File: src/rtl/moore_seq_detector_param.sv
// Parametrised Moore serial sequence detector with a runtime-loadable pattern,
// overlap/non-overlap selection, valid-qualified input and a saturating match counter.
//
//   state          | meaning
//   ---------------+-----------------------------------------------
//   S0             | no leading pattern bits matched
//   Sk (0<k<LEN)   | k leading pattern bits matched
//   DETECT (=LEN)  | full pattern seen; o_seq_detected = 1
module moore_seq_detector_param #(
    parameter int                 SEQ_LEN     = 4,
    parameter int                 CNT_W       = 8,
    parameter logic [SEQ_LEN-1:0] RST_PATTERN = 4'b1011
) (
    input  logic               i_clk,
    input  logic               i_reset,
    input  logic               i_x,
    input  logic               i_valid,
    input  logic               i_load,
    input  logic [SEQ_LEN-1:0] i_pattern,
    input  logic               i_overlap,
    input  logic               i_clear,
    output logic               o_seq_detected,
    output logic [CNT_W-1:0]   o_match_count,
    output logic               o_count_sat
);

    localparam int SW = $clog2(SEQ_LEN + 1);
    typedef logic [SW-1:0] state_t;
    localparam state_t S0     = '0;
    localparam state_t DETECT = state_t'(SEQ_LEN);
    localparam logic [SEQ_LEN:0] ONE = (SEQ_LEN + 1)'(1);

    state_t               state_q, state_d;
    logic [SEQ_LEN-1:0]   pattern_q, pattern_d;
    logic [CNT_W-1:0]     cnt_q, cnt_d;
    logic                 sat_q, sat_d;

    int                   keff;
    logic [SEQ_LEN:0]     hist;
    logic [SEQ_LEN:0]     pfx;
    logic [SEQ_LEN:0]     msk;
    state_t               match_len;
    logic                 hit;

    // History = matched prefix followed by i_x, right aligned; the longest
    // pattern prefix that is a suffix of it becomes the next state.
    always_comb begin
        keff      = (state_q == DETECT && !i_overlap) ? 0 : int'(state_q);
        hist      = (({1'b0, pattern_q} >> (SEQ_LEN - keff)) << 1) | {{SEQ_LEN{1'b0}}, i_x};
        pfx       = '0;
        msk       = '0;
        match_len = S0;
        for (int j = 1; j <= SEQ_LEN; j++) begin
            pfx = {1'b0, pattern_q} >> (SEQ_LEN - j);
            msk = (ONE << j) - ONE;
            if (j <= keff + 1 && (hist & msk) == pfx) begin
                match_len = state_t'(j);
            end
        end
    end

    always_comb begin
        state_d   = state_q;
        pattern_d = pattern_q;
        hit       = 1'b0;
        if (i_load) begin
            pattern_d = i_pattern;
            state_d   = S0;
        end else if (i_valid) begin
            state_d = match_len;
            hit     = (match_len == DETECT);
        end
    end

    always_comb begin
        cnt_d = cnt_q;
        sat_d = sat_q;
        if (i_clear) begin
            cnt_d = '0;
            sat_d = 1'b0;
        end else begin
            if (hit && cnt_q != '1) begin
                cnt_d = cnt_q + 1'b1;
            end
            sat_d = &cnt_d;
        end
    end

    always_ff @(posedge i_clk or negedge i_reset) begin
        if (!i_reset) begin
            state_q   <= S0;
            pattern_q <= RST_PATTERN;
            cnt_q     <= '0;
            sat_q     <= 1'b0;
        end else begin
            state_q   <= state_d;
            pattern_q <= pattern_d;
            cnt_q     <= cnt_d;
            sat_q     <= sat_d;
        end
    end

    assign o_seq_detected = (state_q == DETECT);
    assign o_match_count  = cnt_q;
    assign o_count_sat    = sat_q;

endmodule

File: config.mk
export PLATFORM = sky130hd
export DESIGN_NAME = moore_seq_detector_param
export DESIGN_NICKNAME = d
export VERILOG_FILES = /design/src/rtl/moore_seq_detector_param.sv
export SDC_FILE = /design/constraint.sdc
export NUM_CORES = 1
export LEC_CHECK = 0
export BUFFER_PORTS_ARGS = -buffer_cell sky130_fd_sc_hd__buf_2
export CAP_MARGIN = 10
export CORE_ASPECT_RATIO = 0.6
export CORE_MARGIN = 4
export CORE_UTILIZATION = 51
export CTS_BUF_LIST = sky130_fd_sc_hd__clkbuf_16
export CTS_CLUSTER_SIZE = 10
export DETAILED_ROUTE_END_ITERATION = 8
export GPL_TIMING_DRIVEN = 0
export HOLD_SLACK_MARGIN = 0.05
export MAX_ROUTING_LAYER = met4
export PLACE_DENSITY = 0.86
export REMOVE_ABC_BUFFERS = 1
export SLEW_MARGIN = 20
export SYNTH_ARGS = -nofsm -noshare
export SYNTH_HDL_FRONTEND = slang
export SYNTH_SLANG_ARGS = --single-unit
File: constraint.sdc
create_clock -name i_clk -period 2.71 [get_ports i_clk]
set_clock_uncertainty 0.2 [all_clocks]
set_input_delay 0.1355 -clock i_clk [delete_from_list [all_inputs] [get_ports i_clk]]
set_output_delay 0.1355 -clock i_clk [all_outputs]
set_load 0.01 [all_outputs]
==> out/summary.txt, run 1 <==
status -> finished, violations left
failing checks -> setup timing
gpl congestion -> 0.943
post-layout instance area -> 1960 sq um
core area -> 2520 sq um
peak supply drop -> 277 uV
Filler cells -> 139
dpl cell area -> 1460 sq um
most frequent cells in the layout -> buf_2, dlygate4sd3_1, nand2_1
Mapped Area -> 1360 sq um
Final Hold Fails -> 0
Sequential Area -> 407 sq um
Ports -> 21
Pins Over Slew Limit -> 0
startpoint type of the worst setup path -> register
Mapped Cells -> 157
largest net degree at the start of global routing -> 17
Sw Share -> 0.274
CP max FO -> 7
Max Fclk -> 0.357 GHz
number of flops mapped to enable cells by yosys -> 0
synthesized area per cell -> 8.66 sq um
RSZ-0062 raised after global routing -> true
Synth Register Bits -> 16
detailed-route wire length per cell -> 18.1 um
Max clock buf depth -> 2
Initial Util -> 0.539
average vias per placed instance -> 6.17
Yosys warnings -> 0
most common cell after layout, fill and taps aside -> buf_2
asr flop ratio synth -> 1.00
Least-Margin Pin Slew -> 544 ps
Seq/Total Area, Yosys -> 0.297
Int Power -> 0.557 mW
combinational power share -> 0.278
Power Density -> 390 nW/um^2
power share of the clock group -> 0.376
fin crit period -> 2800 ps
GRT overflow -> 0
crit path kind -> reg -> reg
endpoints failing setup -> 4
Worst Slack Setup Final -> -90.2 ps
Pre-antenna DRT Iters -> 5
P_sw -> 0.210 mW
Hold Path Class -> in -> async
Clock Sinks -> 16
layout cells sized above 1 -> 0.377
Clock Latency Late Sink -> 250 ps
Reg clk slew, reported paths -> 50 ps
Reg2Reg Setup Slack -> -90 ps
initial DRC count -> 151
DRC -> 0
PortBufs -> 20
reg2reg end -> o_match_count[4]
Rows -> 14
post-route clock period utilization -> 1.03
initial antenna violation count -> 0
Root Driver -> clkbuf_16
Antenna diodes -> 0
antenna-violating nets left -> 0
Die Area -> 3580 sq um
Slew headroom -> 0.636
Area Growth Syn to Fin -> 44.4%
multi-input logic area -> 988 sq um
Num CTS Buffers -> 3
worst reg-to-reg path cell count -> 12
Worst Setup SP -> state_q[0]
CP Capture Type -> register
Pleak -> 0.858 nW
sequential share of power -> 0.346
worst r2r src -> state_q[0]
Setup TNS -> -210 ps
Die Wd -> 74.7 um
nets@finish -> 225
Via Count -> 1475
vias in the first global route -> 1331
GRT Overall Usage -> 0.247
post-synthesis cell type count -> 53
first-pass GRT wire length -> 6420 um
max-cap viol count -> 0
Primary FF master, synth -> dfrtp_1
Worst EP required -> 2680 ps
WL final -> 4330 um
H-tree depth -> 1
Critical Path AT -> 2770 ps
CP endpoint -> o_match_count[4]
dpl hpwl -> 2490 um
Pwr Total -> 0.767 mW
Die Y -> 48 um
CTS tree -> yes
-- synthesized netlist by cell type (2+ instances only) --
| cell type | count | area, sq um |
|---|---|---|
| a211oi_1 | 2 | 15.0 |
| a21oi_1 | 9 | 45.0 |
| a31oi_1 | 2 | 12.5 |
| and2_2 | 2 | 15.0 |
| buf_1 | 2 | 7.51 |
| buf_2 | 3 | 15.0 |
| dfrtp_1 | 13 | 325 |
| dfstp_2 | 3 | 78.8 |
| ha_1 | 6 | 75.1 |
| inv_1 | 8 | 30.0 |
| mux2i_1 | 2 | 20.0 |
| nand2_1 | 15 | 56.3 |
| nand2b_1 | 3 | 18.8 |
| nand3_1 | 8 | 40.0 |
| nand4_1 | 4 | 25.0 |
| nor2_1 | 12 | 45.0 |
| nor3_1 | 5 | 25.0 |
| nor3b_1 | 2 | 15.0 |
| o21ai_0 | 10 | 50.1 |
| o21ba_2 | 2 | 20.0 |
| o32ai_1 | 2 | 17.5 |
| or3_1 | 4 | 25.0 |
| xnor2_1 | 6 | 52.6 |
| xor2_1 | 3 | 26.3 |
-- worst min path at each step --
stage / end / slack (ps) / cells after the start
finish: o_match_count[1] / 150 / 2
global route: state_q[0] / 160 / 3
CTS: o_match_count[4] / 140 / 2
detailed placement: o_match_count[5] / -130 / 1
global placement: o_match_count[5] / -140 / 1
floorplan: o_count_sat / -360 / 0
-- per-stage QoR --
stage          instances   util  hold WS [ps]  setup WS, ps
6_report             239  0.779           152         -90.2
5_1_grt              239  0.779           163          -162
4_1_cts              235  0.750           137         -24.6
3_5_place_dp         202  0.580          -130          -599
3_3_place_gp         202  0.580          -139          -520
2_1_floorplan        150      -          -360          -186
-- what timing repair did --
action / in CTS / in global routing
endpoints found under the hold margin: 29 / 0
setup buffers: 13 / 4
pin swaps: 9 / 11
endpoints found under the setup margin: 12 / 7
resized for setup: 19 / 8
hold buffers: 16 / 0
-- cell families after synthesis --
| logic type | count (synthesis) | synth area share |
|---|---|---|
| flip-flops | 16 | 0.297 |
| AO/OA/AOI/OAI | 38 | 0.199 |
| buffers and inverters | 16 | 0.0524 |
| XOR/XNOR | 9 | 0.0580 |
| AND/OR/NAND/NOR | 67 | 0.288 |
| multiplexers | 5 | 0.0506 |
| adder cells (fa/ha/maj) | 6 | 0.0552 |
-- sequential cells by signal (all words and copies together), names as in the netlist --
signal         count
state_q            3
o_count_sat        1
o_match_count      8
pattern_q          4
-- power by group through the flow --
stage               logic [mW]  clock network [mW]  registers [mW]
detailed placement       0.121                   0           0.269
finish                   0.213               0.288           0.265
global route             0.226               0.305           0.266
floorplan               0.0856                   0           0.264
global placement         0.114                   0           0.269
CTS                      0.184               0.292           0.264
-- cell type report --
| type | count | area share |
|---|---|---|
| flip-flops and latches | 16 | 0.207 |
| multi-input cells | 125 | 0.503 |
| inverters | 9 | 0.0197 |
| clock buffers | 3 | 0.0382 |
| well taps | 32 | 0.0204 |
| repair buffers | 53 | 0.210 |
| clock inverters | 1 | 0.00191 |
-- worst max-delay path: stages (launching register included) --
cell and delay (ps):
dfrtp_2 420, inv_4 100, ha_4 160, buf_6 100
nand4_1 170, a32oi_4 290, nand3_2 130, a211oi_4 260
buf_6 150, buf_12 100, nand3_4 90, or3_4 380
a21oi_2 160
-- per-layer routing --
metal,share of wire,up-vias,global-route usage
met4,0.031,0,0.0674
met5,0,-,-
met2,0.44,112,0.391
met3,0.088,24,0.0671
met1,0.44,674,0.316
li1,-,665,-
Power figures use the tool's default switching activity.
==> run 2: changes to the inputs <==
Settings changed: CORE_UTILIZATION 51 to 30, PLACE_DENSITY 0.86 to 0.59, SKIP_LAST_GASP from default to 1.
==> run 2 against run 1 <==
Effect of this change: the flow still finishes with violations (setup timing); wire length down 15%; sequential power hardly changed; sequential share of layout area down 0.25 points; sequential cell count did not move.
==> out/summary.txt, run 2 (synthesized netlist as in run 1, its figures left out) <==
Reg clk slew, reported paths -> 50 ps (about the same)
Die Y -> 60.2 um (+25%)
status -> finished, violations left
vias in the first global route -> 1253 (-5.9%)
initial DRC count -> 76 (-50%)
startpoint type of the worst setup path -> register
RSZ-0062 raised after global routing -> true
fin crit period -> 2780 ps (-20.2 ps)
post-route clock period utilization -> 1.03 (-0.00744)
Num CTS Buffers -> 3 (unchanged)
Least-Margin Pin Slew -> 546 ps (+2.34 ps)
Die Wd -> 94.9 um (+27%)
detailed-route wire length per cell -> 13.8 um (-24%)
WL final -> 3680 um (-15%)
multi-input logic area -> 991 sq um (+0.25%)
crit path kind -> reg -> reg
initial antenna violation count -> 0 (unchanged)
PortBufs -> 20 (unchanged)
layout cells sized above 1 -> 0.377 (unchanged)
Ports -> 21 (unchanged)
Final Hold Fails -> 0 (unchanged)
H-tree depth -> 1 (unchanged)
max-cap viol count -> 0 (unchanged)
busiest layer in global routing -> met1
Worst Slack Setup Final -> -70.0 ps (+20.2 ps)
Critical Path AT -> 2700 ps (-70 ps)
dpl hpwl -> 2370 um (-4.5%)
met3 Use GR -> 0.0365 (-0.0306)
Rows -> 18 (+4)
GRT Overall Usage -> 0.146 (-0.101)
worst reg-to-reg path cell count -> 11 (-1)
Area Growth Syn to Fin -> 45.7%
Clock Latency Late Sink -> 250 ps (about the same)
Pre-antenna DRT Iters -> 4 (-1)
core area -> 4230 sq um (+68%)
reg2reg end -> o_count_sat
Pins Over Slew Limit -> 0 (unchanged)
Worst EP required -> 2630 ps (-50 ps)
DRC -> 0 (unchanged)
Sequential Area -> 405 sq um (-0.31%)
Filler cells -> 419 (+200%)
most frequent cells in the layout -> buf_2, dlygate4sd3_1, nand2_1, buf_4, dfrtp_1
Max Fclk -> 0.360 GHz (+0.73%)
CTS tree -> yes
Via Count -> 1326 (-10%)
Pleak -> 0.854 nW (-0.50%)
worst r2r src -> state_q[1]
largest net degree at the start of global routing -> 17 (unchanged)
most common cell after layout, fill and taps aside -> buf_2
met1 Track Usage GR -> 0.216 (-0.0995)
Antenna diodes -> 0 (unchanged)
antenna-violating nets left -> 0 (unchanged)
CP Capture Type -> register
Finished Core Util -> 0.468 (-0.311)
first-pass GRT wire length -> 6260 um (-2.5%)
Slew headroom -> 0.634 (-0.00157)
Reg2Reg Setup Slack -> -70 ps (+20 ps)
Die Area -> 5710 sq um (+59%)
Power Density -> 377 nW/um^2 (-3.3%)
Max clock buf depth -> 2 (unchanged)
Clock Sinks -> 16 (unchanged)
Root Driver -> clkbuf_16
number of flip-flops under the largest register name -> 8 (unchanged)
gpl congestion -> 0.845 (-10%)
peak supply drop -> 168 uV (-39%)
Hold Path Class -> in -> async
met2 usage -> 0.199 (-0.192)
Pwr Total -> 0.748 mW (-2.4%)
Initial Util -> 0.321 (-0.218)
failing checks -> setup timing
average vias per placed instance -> 4.97 (-20%)
endpoints failing setup -> 2 (-2)
Setup TNS -> -71.2 ps (+139 ps)
nets@finish -> 225 (unchanged)
GRT overflow -> 0 (unchanged)
CP max FO -> 6 (-1)
-- run 2: cell counts in the layout (fill, tap and decap cells not counted) --
No cell type changed its count.
-- run 2: worst max path at each step --
| stage | start | to | slack [ps] |
|---|---|---|---|
| floorplan | state_q[0] | o_count_sat | -190 |
| global placement | state_q[0] | o_count_sat | -600 |
| detailed placement | state_q[0] | o_count_sat | -570 |
| CTS | state_q[1] | o_count_sat | -40 |
| global route | state_q[1] | o_count_sat | -150 |
| finish | state_q[1] | o_count_sat | -70 |
-- run 2: area by class of cell --
type / instances / area share
multi-input combinational: 125 / 0.500
sequential: 16 / 0.205
timing repair buffer: 53 / 0.199
clock buffer: 3 / 0.0379
tap: 60 / 0.0379
inverter: 9 / 0.0183
clock inverter: 1 / 0.00189
-- run 2: critical path: stages (launching register included) --
cell	delay, ps
dfrtp_1	390
inv_2	140
ha_4	180
nor3b_4	200
nand3_2	110
o21ai_4	120
mux2_4	330
a211oi_4	160
buf_6	150
nand4_1	160
mux2_4	360
nor4b_4	130
-- run 2: through the flow --
step,hold slack (ps),instance area [sq um],worst slack (ps),std cells
6_report,130,1980,-70.0,267
3_5_place_dp,-124,1500,-573,230
3_3_place_gp,-126,1500,-603,230
2_1_floorplan,-360,1320,-186,150
4_1_cts,123,1900,-37.2,261
5_1_grt,163,1980,-154,267
-- run 2: metal layers --
metal | routed length, um | share of wire | vias to the layer above
met3 | 143 | 0.039 | 2
met1 | 2050 | 0.56 | 633
met2 | 1470 | 0.40 | 24
met5 | 0 | 0 | -
li1 | - | - | 667
met4 | 12 | 0.0033 | 0
-- run 2: where the power goes --
group	internal, mW	total (mW)	switching, mW
registers	0.250	0.264	0.0147
clock network	0.196	0.294	0.0979
logic	0.100	0.190	0.0895
total	0.546	0.748	0.202
-- run 2: what timing repair did --
action                                  4_1_cts  5_1_grt
setup buffers                                11        6
endpoints found under the setup margin       12        7
gates resized for setup                      17        8
pin swaps                                     8        6
hold buffers                                 16        0
endpoints found under the hold margin        29        0
